--- config.mk ---
export PLATFORM = sky130hd
export DESIGN_NAME = pixel_replication_zoom_engine
export DESIGN_NICKNAME = d
export VERILOG_FILES = /design/src/rtl/pixel_replication_zoom_engine.sv
export SDC_FILE = /design/constraint.sdc
export NUM_CORES = 1
export LEC_CHECK = 0
export CAP_MARGIN = 10
export CORE_UTILIZATION = 45
export DETAILED_ROUTE_END_ITERATION = 10
export DONT_BUFFER_PORTS = 1
export PLACE_DENSITY = 0.7
export SLEW_MARGIN = 20
export SYNTH_ARGS = -nofsm -noshare
export SYNTH_HDL_FRONTEND = slang
export SYNTH_SLANG_ARGS = --single-unit
--- constraint.sdc ---
create_clock -name CLK -period 6.1 [get_ports CLK]
set_input_delay 1.83 -clock CLK [delete_from_list [all_inputs] [get_ports CLK]]
set_output_delay 1.83 -clock CLK [all_outputs]
set_load 0.02 [all_outputs]
--- src/rtl/pixel_replication_zoom_engine.sv ---
// Streaming pixel-replication zoom: scans a 2^s-scaled output frame, reads the source frame buffer
// and emits replicated pixels with coordinates over valid/ready. Optional macro: PIXREP_STALL_CNT_EN.
module pixel_replication_zoom_engine #(
    parameter int IMG_WIDTH_IN  = 160,
    parameter int IMG_HEIGHT_IN = 120,
    parameter int PIX_W         = 8,
    parameter int ADDR_W        = 15,
    parameter int X_W           = 10,
    parameter int Y_W           = 9,
    parameter int MAX_SHIFT     = 2,
    parameter int MEM_LATENCY   = 1
) (
    input  logic              CLK,
    input  logic              RESET_N,
    input  logic              START,
    input  logic [1:0]        ZOOM_SHIFT,
    output logic              R_EN,
    output logic [ADDR_W-1:0] R_ADDR,
    input  logic [PIX_W-1:0]  PIXEL_IN,
    output logic              VALID_OUT,
    input  logic              READY_OUT,
    output logic [PIX_W-1:0]  PIXEL_OUT,
    output logic [X_W-1:0]    X_OUT_COORD,
    output logic [Y_W-1:0]    Y_OUT_COORD,
    output logic              BUSY,
    output logic              DONE,
`ifdef PIXREP_STALL_CNT_EN
    output logic [15:0]       STALL_CNT,
`endif
    output logic              ERR
);

    localparam int FIFO_DEPTH = MEM_LATENCY + 2;
    localparam int PTR_W      = $clog2(FIFO_DEPTH);
    localparam int CNT_W      = $clog2(FIFO_DEPTH + 1);
    localparam logic [PTR_W-1:0] PTR_ONE = PTR_W'(1);
    localparam logic [CNT_W-1:0] CNT_ONE = CNT_W'(1);

    typedef enum logic [1:0] {
        ST_IDLE  = 2'd0,
        ST_RUN   = 2'd1,
        ST_DRAIN = 2'd2
    } state_e;

    state_e            state_q, state_d;
    logic [1:0]        shift_q, shift_d;
    logic [X_W-1:0]    xo_q, xo_d;
    logic [Y_W-1:0]    yo_q, yo_d;
    logic [ADDR_W-1:0] addr_q;
    logic              done_q, done_d;
    logic              err_q, err_d;

    logic              pipe_v_q [MEM_LATENCY];
    logic [X_W-1:0]    pipe_x_q [MEM_LATENCY];
    logic [Y_W-1:0]    pipe_y_q [MEM_LATENCY];

    logic [PIX_W-1:0]  fifo_pix_q [FIFO_DEPTH];
    logic [X_W-1:0]    fifo_x_q   [FIFO_DEPTH];
    logic [Y_W-1:0]    fifo_y_q   [FIFO_DEPTH];
    logic [PTR_W-1:0]  wr_ptr_q, rd_ptr_q;
    logic [CNT_W-1:0]  cnt_q;

    int                inflight_s;
    int                wo_s, ho_s;
    logic              issue_s, accept_s, bad_shift_s, push_s, pop_s;
    logic [ADDR_W-1:0] raddr_s;

    function automatic logic [PTR_W-1:0] ptr_inc(input logic [PTR_W-1:0] p);
        if (int'(p) == FIFO_DEPTH - 1) begin
            return {PTR_W{1'b0}};
        end else begin
            return p + PTR_ONE;
        end
    endfunction

    // Issue credit: reads in flight plus buffered pixels never exceed the FIFO depth.
    always_comb begin
        inflight_s = 0;
        for (int i = 0; i < MEM_LATENCY; i++) begin
            inflight_s = inflight_s + int'(pipe_v_q[i]);
        end
        wo_s        = IMG_WIDTH_IN << shift_q;
        ho_s        = IMG_HEIGHT_IN << shift_q;
        issue_s     = (state_q == ST_RUN) && ((int'(cnt_q) + inflight_s) < FIFO_DEPTH);
        raddr_s     = ADDR_W'(((int'(yo_q) >> shift_q) * IMG_WIDTH_IN) + (int'(xo_q) >> shift_q));
        accept_s    = (state_q == ST_IDLE) && START && !done_q;
        bad_shift_s = (32'(ZOOM_SHIFT) > MAX_SHIFT);
        push_s      = pipe_v_q[MEM_LATENCY-1];
        pop_s       = VALID_OUT && READY_OUT;
    end

    // Frame scan FSM: next state, scan counters and status pulses.
    always_comb begin
        state_d = state_q;
        shift_d = shift_q;
        xo_d    = xo_q;
        yo_d    = yo_q;
        done_d  = 1'b0;
        err_d   = 1'b0;
        case (state_q)
            ST_IDLE: begin
                if (accept_s && bad_shift_s) begin
                    err_d = 1'b1;
                end else if (accept_s) begin
                    shift_d = ZOOM_SHIFT;
                    xo_d    = {X_W{1'b0}};
                    yo_d    = {Y_W{1'b0}};
                    state_d = ST_RUN;
                end else begin
                    state_d = ST_IDLE;
                end
            end
            ST_RUN: begin
                if (issue_s && (int'(xo_q) == wo_s - 1)) begin
                    xo_d = {X_W{1'b0}};
                    if (int'(yo_q) == ho_s - 1) begin
                        state_d = ST_DRAIN;
                    end else begin
                        yo_d = yo_q + Y_W'(1);
                    end
                end else if (issue_s) begin
                    xo_d = xo_q + X_W'(1);
                end else begin
                    state_d = ST_RUN;
                end
            end
            ST_DRAIN: begin
                if ((inflight_s == 0) && (cnt_q == {CNT_W{1'b0}})) begin
                    state_d = ST_IDLE;
                    done_d  = 1'b1;
                end else begin
                    state_d = ST_DRAIN;
                end
            end
            default: begin
                state_d = ST_IDLE;
            end
        endcase
    end

    // Control registers.
    always_ff @(posedge CLK or negedge RESET_N) begin
        if (!RESET_N) begin
            state_q <= ST_IDLE;
            shift_q <= 2'd0;
            xo_q    <= {X_W{1'b0}};
            yo_q    <= {Y_W{1'b0}};
            addr_q  <= {ADDR_W{1'b0}};
            done_q  <= 1'b0;
            err_q   <= 1'b0;
        end else begin
            state_q <= state_d;
            shift_q <= shift_d;
            xo_q    <= xo_d;
            yo_q    <= yo_d;
            done_q  <= done_d;
            err_q   <= err_d;
            if (issue_s) begin
                addr_q <= raddr_s;
            end
        end
    end

    // Read-latency coordinate pipeline and output FIFO.
    always_ff @(posedge CLK or negedge RESET_N) begin
        if (!RESET_N) begin
            for (int i = 0; i < MEM_LATENCY; i++) begin
                pipe_v_q[i] <= 1'b0;
                pipe_x_q[i] <= {X_W{1'b0}};
                pipe_y_q[i] <= {Y_W{1'b0}};
            end
            for (int i = 0; i < FIFO_DEPTH; i++) begin
                fifo_pix_q[i] <= {PIX_W{1'b0}};
                fifo_x_q[i]   <= {X_W{1'b0}};
                fifo_y_q[i]   <= {Y_W{1'b0}};
            end
            wr_ptr_q <= {PTR_W{1'b0}};
            rd_ptr_q <= {PTR_W{1'b0}};
            cnt_q    <= {CNT_W{1'b0}};
        end else begin
            pipe_v_q[0] <= issue_s;
            pipe_x_q[0] <= xo_q;
            pipe_y_q[0] <= yo_q;
            for (int i = 1; i < MEM_LATENCY; i++) begin
                pipe_v_q[i] <= pipe_v_q[i-1];
                pipe_x_q[i] <= pipe_x_q[i-1];
                pipe_y_q[i] <= pipe_y_q[i-1];
            end
            if (push_s) begin
                fifo_pix_q[wr_ptr_q] <= PIXEL_IN;
                fifo_x_q[wr_ptr_q]   <= pipe_x_q[MEM_LATENCY-1];
                fifo_y_q[wr_ptr_q]   <= pipe_y_q[MEM_LATENCY-1];
                wr_ptr_q             <= ptr_inc(wr_ptr_q);
            end
            if (pop_s) begin
                rd_ptr_q <= ptr_inc(rd_ptr_q);
            end
            case ({push_s, pop_s})
                2'b10:   cnt_q <= cnt_q + CNT_ONE;
                2'b01:   cnt_q <= cnt_q - CNT_ONE;
                default: cnt_q <= cnt_q;
            endcase
        end
    end

`ifdef PIXREP_STALL_CNT_EN
    logic [15:0] stall_q;

    // Saturating count of cycles where a valid pixel is held back by the sink.
    always_ff @(posedge CLK or negedge RESET_N) begin
        if (!RESET_N) begin
            stall_q <= 16'h0000;
        end else if (accept_s && !bad_shift_s) begin
            stall_q <= 16'h0000;
        end else if (BUSY && VALID_OUT && !READY_OUT && (stall_q != 16'hFFFF)) begin
            stall_q <= stall_q + 16'h0001;
        end else begin
            stall_q <= stall_q;
        end
    end

    assign STALL_CNT = stall_q;
`endif

    assign R_EN        = issue_s;
    assign R_ADDR      = issue_s ? raddr_s : addr_q;
    assign VALID_OUT   = (cnt_q != {CNT_W{1'b0}});
    assign PIXEL_OUT   = fifo_pix_q[rd_ptr_q];
    assign X_OUT_COORD = fifo_x_q[rd_ptr_q];
    assign Y_OUT_COORD = fifo_y_q[rd_ptr_q];
    assign BUSY        = (state_q != ST_IDLE);
    assign DONE        = done_q;
    assign ERR         = err_q;

endmodule
==> impl_results.md, run 1 <==
* Status: finished clean
* CORE AREA at 0.0158 mm²
* P&R area growth vs syn at 12.4%
* Layout fillers at 1,357
* Clock sinks at 147
* Gr ovfl total at 0
* Period utilisation layout at 95.8%
* Crit Path Class: reg -> out
* Fin. Hold Viols at 0
* Fmax at 171 MHz
* Post-Syn Area at 0.00727 mm²
* Min-Delay Path Class: reg -> reg
* Final worst path period need at 5850 ps
* Starting Density at 45.9%
* Share of cells above drive strength 1 at 22.2%
* Antenna Cells at 0
* Register area share after synthesis at 50.6%
* Io pins at 61
* Maxcap violations at 0
* Yosys top cell area share at 50.6%
* Worst-Margin Slew at 1020 ps
* Placer Congestion at 0.832
* Synthesis-stage register bit count at 147
* Drt wl/cell at 17.5 µm
* Row count at 46
* Clk_lat worst skew at 420 ps
* # resized after CTS at 0
* Vias in the first global route at 4,814
* Worst r2r src: shift_q[1]
* CP endpoint kind: output pin
* Syn nets at 671
* Root Buffer: clkbuf_16
* IO buf count at 0
* Most used DFF post-synth: dfrtp_1
* Clock skew at 8.12 ps
* Distinct cells, synth at 49
* Startpoint types: register
* Worst hold start: yo_q[0]
* Setup Fix Bufs, Post-CTS at 0
* Post-route antenna net violation count at 0
* RSZ-0062 raised after global routing: false
* Initial antenna violation count at 0
* Die Y at 129 µm
* Pwr Density at 499 mW/mm²
* Worst VDD drop at 0.000241 V
* Synth warnings at 0
* DRC violations left at 0
* H-tree Lvls at 4
* Total CTS buffers at 17
* First-pass GRT wire length at 24.4 mm
* Critical path arrival at 4020 ps
* P_leak at 0.00380 µW
* Number of synthesized flops with an enable pin at 0
* Synth Instances at 625
* Die X-Extent at 129 µm
* Worst setup startpoint: shift_q[1]
* Die Footprint at 0.0167 mm²
* Asr flop ratio synth at 100%
* Post-Route WL at 14.9 mm
* Finish-stage setup viols at 0
* Post-CTS Hold Fix Bufs at 0
* Total GRT Usage at 18.9%
* Hold WS at 490 ps
* Worst Path Max Fanout at 7
* DRT iter0 DRCs at 240
* Via/cell ratio at 5.56
* Post-layout util at 51.6%
* CTS tree: done
* Setup TNS at 0 ps
* Worst endpoint required time at 4270 ps
* Top cells by area, synth: dfrtp_1 (51%), mux2_2 (13%), ha_1 (5.2%), mux2i_1 (5.0%), o21ai_0 (3.6%)
* Final Net Count at 668
* Clk slew on worst S/H paths at 60 ps
* Final Max Slew Viols at 0
* Maximum buffer depth of the clock tree at 2
* Slew margin rel. at 31.9%
* Detailed Place HPWL at 10.0 mm
* Finished Cell Area at 0.00817 mm²
* Via count at 4,729
* Largest net degree at the start of global routing at 148
* Post-synthesis area per instance at 11.6 µm²
* Synth area leader: dfrtp_1
* Dpl cell area at 0.00750 mm²
* DR pass1 iterations at 4
[routing by layer]
layer / wire length [µm] / vias to the layer above / global-route usage, %
met5: 0 / - / 0
li1: - / 2207 / -
met1: 6550 / 2408 / 23.3
met3: 531 / 22 / 4.58
met2: 7660 / 92 / 32.9
met4: 175 / 0 / 5.54
[synth_stat cells (all sizes together) (2+ instances only)]
library cell  number
o21ai             54
nand4              3
mux2i             36
nand2b             3
a21oi             16
fa                 2
or4b               2
or2                3
or4                4
mux2              84
and3               3
mux4               6
o211ai             5
nor4               2
nor4bb             2
buf                4
o21bai             4
a21o               4
clkbuf            26
o211a              2
nand3             12
a211oi             6
nor3               6
nor2              26
nor2b              7
or3                5
nand2             66
nor3b              2
ha                30
dfrtp            147
xor2              12
xnor2             18
inv               11
[cell usage in the layout, fill, tap and decap left out, types with 4 or more instances in the layout]
cell	Yosys	layout
ha_1	30	30
a211oi_1	6	4
or3_1	5	5
a21o_1	4	4
mux2_2	84	84
xor2_1	12	12
buf_4	0	7
nor3_1	5	5
xnor2_1	18	18
mux4_2	6	6
nor2b_1	7	6
nand2_1	66	66
nand3_1	12	12
dfrtp_1	147	146
o211ai_1	5	5
clkbuf_16	0	17
o21ai_0	53	52
o21bai_1	4	4
bufinv_16	0	5
a21oi_1	15	15
inv_1	11	11
nor2_1	26	26
mux2i_1	36	36
[per-stage QoR]
| step | power (µW) | worst slack, ps | instances |
|---|---|---|---|
| 2_1_floorplan | 2630 | 127 | 625 |
| 3_3_place_gp | 2890 | 534 | 819 |
| 3_5_place_dp | 2960 | 471 | 819 |
| 4_1_cts | 4110 | 8.28 | 850 |
| 5_1_grt | 4320 | 19.5 | 850 |
| 6_report | 4080 | 254 | 850 |
[power by group]
part / internal [µW] / leakage [µW] / switching, µW / total, µW
clock network: 737 / 0.000315 / 406 / 1140
registers: 1250 / 0.00194 / 235 / 1480
logic: 570 / 0.00154 / 879 / 1450
total: 2560 / 0.00380 / 1520 / 4080
[critical path: stages, from the launching register on]
cell and delay (ps):
dfrtp_1 510, mux4_2 580, ha_1 320, ha_1 240, fa_1 450, a211oi_2 310
nor2_1 110, nor4bb_2 300, nor4bb_1 370, xnor2_1 140, o21ai_2 270
[state kept, by name, indices dropped and copies added, names as in the netlist, 2 cells and up]
name and cells:
xo_q 10, wr_ptr_q 2, yo_q 9, fifo_y_q 27
state_q 2, fifo_x_q 30, shift_q 2, cnt_q 2
fifo_pix_q 24, pipe_y_q 9, rd_ptr_q 2, pipe_x_q 10
addr_q 15
[layout make-up]
class / count / area (µm²) / share of cell area [%]
multi-input combinational: 436 / 3460 / 42.4
sequential: 147 / 3680 / 45.0
clock buffer: 19 / 443 / 5.42
clock inverter: 12 / 205 / 2.51
tap: 216 / 270 / 3.31
inverter: 12 / 45.0 / 0.551
timing repair buffer: 8 / 63.8 / 0.781
[worst paths after layout]
| path | endpoint | slack (ps) | cells after the start |
|---|---|---|---|
| hold reg to reg | pipe_y_q[0] | 490 | 0 |
| min in group asynchronous | fifo_pix_q[9] | 1110 | 0 |
| max in group asynchronous | shift_q[0] | 4830 | 0 |
| setup reg to reg | addr_q[12] | 2380 | 9 |
| hold / removal | pipe_y_q[0] | 490 | 0 |
| setup / recovery | R_ADDR[14] | 250 | 10 |
[kinds of logic after synthesis]
kind of cell | Yosys count | synth area share [%]
buffers and inverters | 42 | 2.17
muxes | 126 | 19.8
DFF | 147 | 50.6
adders and majority gates | 32 | 5.71
xor gates and xnor gates | 30 | 3.61
AOI/OAI and AO/OA | 97 | 7.81
and+or+nand+nor | 151 | 10.3
Note: power is estimated with default switching activity, not from simulation.
==> run 2, diff against run 1 <==
--- a/config.mk
+++ b/config.mk
@@ -12,2 +12,3 @@
 export PLACE_DENSITY = 0.7
+export RECOVER_POWER = 50
 export SLEW_MARGIN = 20
==> constraint.sdc (replaced) <==
create_clock -name CLK -period 6.1 [get_ports CLK]
set_input_delay 1.22 -clock CLK [delete_from_list [all_inputs] [get_ports CLK]]
set_output_delay 1.22 -clock CLK [all_outputs]
set_load 0.02 [all_outputs]
==> run 2 against run 1 <==
Compared with the run above:
- sequential share of layout area increased by 0.35 points
- non-clock buffer count decreased by 1
- routed wire length down 1.0%
- the flow now finishes with violations (capacitance limit, slew limit)
- count of clock-buffer cells in the layout grew 1
==> impl_results.md, run 2 (same netlist as run 1, synthesis figures left out) <==
* Via count at 4,700 (was 4,729)
* DRT iter0 DRCs at 260 (was 240)
* Slowest Stage Delay on Critical Path at 590 ps (was 580 ps)
* Clk_lat worst skew at 430 ps (was 420 ps)
* H-tree Lvls at 4 (unchanged)
* Largest register by flop count: fifo_x_q (unchanged)
* Clock skew at 16.0 ps (was 8.12 ps)
* Critical path, cell by cell: buf_4 > mux4_2 > ha_1 > ha_1 > fa_1 > a211oi_1 > nor2_1 > nor4bb_1 > o211ai_1 > xor2_1 > o21ai_0 (was mux4_2 > ha_1 > ha_1 > fa_1 > a211oi_2 > nor2_1 > nor4bb_2 > nor4bb_1 > xnor2_1 > o21ai_2)
* Finish-stage setup viols at 0 (unchanged)
* Detailed Place HPWL at 9.77 mm (was 10.0 mm)
* Max reg flops at 30 (unchanged)
* Slowest CP cell: o21ai_0 (was mux4_2)
* Die Footprint at 0.0167 mm² (unchanged)
* Placer Congestion at 0.859 (was 0.832)
* Routed met3 length at 555 µm (was 531 µm)
* Drt wl/cell at 17.4 µm (was 17.5 µm)
* Largest net degree at the start of global routing at 148 (unchanged)
* Post-route antenna net violation count at 0 (unchanged)
* # resized after CTS at 0 (unchanged)
* Worst endpoint required time at 4880 ps (was 4270 ps)
* Crit Path Class: reg -> out (unchanged)
* P&R area growth vs syn at 11.5% (was 12.4%)
* DR pass1 iterations at 4 (unchanged)
* Setup TNS at 0 ps (unchanged)
* Post-Route WL at 14.8 mm (was 14.9 mm)
* Violated checks: capacitance limit, slew limit
* Clock share of power at 27.1% (was 28.0%)
* Clock sinks at 147 (unchanged)
* Antenna Cells at 0 (unchanged)
* Total CTS buffers at 17 (unchanged)
* Starting Density at 45.9% (unchanged)
* Die X-Extent at 129 µm (unchanged)
* DR top layer: met4 (unchanged)
* Psw at 1530 µW (was 1520 µW)
* Most frequent cells in the layout: dfrtp_1 (147), mux2_2 (84), nand2_1 (66), o21ai_0 (53), mux2i_1 (36) (was dfrtp_1 (146), mux2_2 (84), nand2_1 (66), o21ai_0 (52), mux2i_1 (36))
* Final Non-Filler Cells at 850 (unchanged)
* Worst Path Max Fanout at 21 (was 7)
* Row count at 46 (unchanged)
* Initial antenna violation count at 0 (unchanged)
* Metal2 WL at 7.56 mm (was 7.66 mm)
* Gr ovfl total at 0 (unchanged)
* Maxcap violations at 1 (was 0)
* Die Y at 129 µm (unchanged)
* DRC violations left at 0 (unchanged)
* RSZ-0062 raised after global routing: false (unchanged)
* Final worst path period need at 5760 ps (was 5850 ps)
* Switching share of total power at 38.2% (was 37.3%)
* Most used cell along the critical path: ha_1 (unchanged)
* Period utilisation layout at 94.4% (was 95.8%)
* Final Max Slew Viols at 29 (was 0)
* Fin. Hold Viols at 0 (unchanged)
* CORE AREA at 0.0158 mm² (unchanged)
* Status: finished, violations left (was finished clean)
* Worst-Margin Slew at 1860 ps (was 1020 ps)
* Min-Delay Path Class: in -> async (was reg -> reg)
* Clk slew on worst S/H paths at 60 ps (about the same)
* Maximum buffer depth of the clock tree at 2 (unchanged)
* Io pins at 61 (unchanged)
* CP endpoint kind: output pin (unchanged)
* Root Buffer: clkbuf_16 (unchanged)
* Post-CTS Hold Fix Bufs at 0 (unchanged)
* Final Net Count at 667 (was 668)
* CTS tree: done (unchanged)
* Commonest non-fill, non-tap cell in the layout: dfrtp_1 (unchanged)
* Critical path arrival at 4540 ps (was 4020 ps)
* Total GRT Usage at 19.1% (was 18.9%)
* Wl on met1 at 6.49 mm (was 6.55 mm)
* Pwr Density at 493 mW/mm² (was 499 mW/mm²)
* Slew margin rel. at -24.1% (was 31.9%)
* IO buf count at 0 (unchanged)
* Seq pwr share at 36.8% (was 36.4%)
* Worst VDD drop at 0.000219 V (was 0.000241 V)
* Share of cells above drive strength 1 at 21.1% (was 22.2%)
* Via/cell ratio at 5.53 (was 5.56)
* Startpoint types: register (unchanged)
* Vias in the first global route at 4,958 (was 4,814)
* Top flop regs: fifo_x_q x30, fifo_y_q x27, fifo_pix_q x24 (unchanged)
* Setup Fix Bufs, Post-CTS at 0 (unchanged)
* Combinational power share at 36.1% (was 35.5%)
* First-pass GRT wire length at 24.5 mm (was 24.4 mm)
* Fmax at 174 MHz (was 171 MHz)
* Placed cells at 818 (was 819)
* P_leak at 0.00377 µW (was 0.00380 µW)
* Power Internal at 2470 µW (was 2560 µW)
[run 2: through the flow]
stage | hold slack [ps] | power [µW] | setup slack [ps] | instance area [µm²] | util (%)
after CTS | 469 | 4040 | 337 | 8110 | 51.2
final | 490 | 4000 | 343 | 8110 | 51.2
after global routing | 463 | 4240 | 105 | 8110 | 51.2
after detailed placement | 479 | 2940 | 834 | 7490 | 47.3
after global placement | 482 | 2870 | 1030 | 7490 | 47.3
after floorplan | 352 | 2620 | 594 | 7270 | -
[run 2: metal layers]
metal / vias up / track usage (%)
met4: 0 / 5.88
met2: 82 / 33.3
met3: 17 / 5.20
met5: - / 0
li1: 2222 / -
met1: 2379 / 23.1
[run 2: final cells by class]
class	instances	area [µm²]
multi-input combinational	436	3440
inverter	12	45.0
sequential	147	3680
clock inverter	12	173
clock buffer	20	447
fill	1363	7720
tap	216	270
timing repair buffer	7	48.8
[run 2: worst max-delay path: cells and delay by family, from the launching register on]
family / cells / cell delay [ps]
muxes: 1 / 580
adders and majority gates: 3 / 860
DFF: 1 / 460
buffers and inverters: 1 / 310
and+or+nand+nor: 2 / 520
xor gates and xnor gates: 1 / 170
AOI/OAI and AO/OA: 3 / 1210
[run 2: worst paths after layout]
| path | startpoint | cells past startpoint | slack (ps) | end |
|---|---|---|---|---|
| worst max-delay path | shift_q[0] | 11 | 340 | R_ADDR[13] |
| worst max register to register | shift_q[0] | 11 | 1820 | addr_q[13] |
| min in group CLK | xo_q[4] | 0 | 500 | pipe_x_q[4] |
| max in group asynchronous | RESET_N | 0 | 5420 | addr_q[6] |
| worst min-delay path | RESET_N | 0 | 490 | fifo_pix_q[19] |
| worst min register to register | xo_q[4] | 0 | 500 | pipe_x_q[4] |
[run 2: power groups by stage]
stage                     Sequential (µW)  Clock, µW  Combinational [µW]
after global routing                 1510       1150                1580
after CTS                            1470       1100                1460
final                                1470       1090                1440
after floorplan                      1380          0                1240
after global placement               1470          0                1400
after detailed placement             1490          0                1450
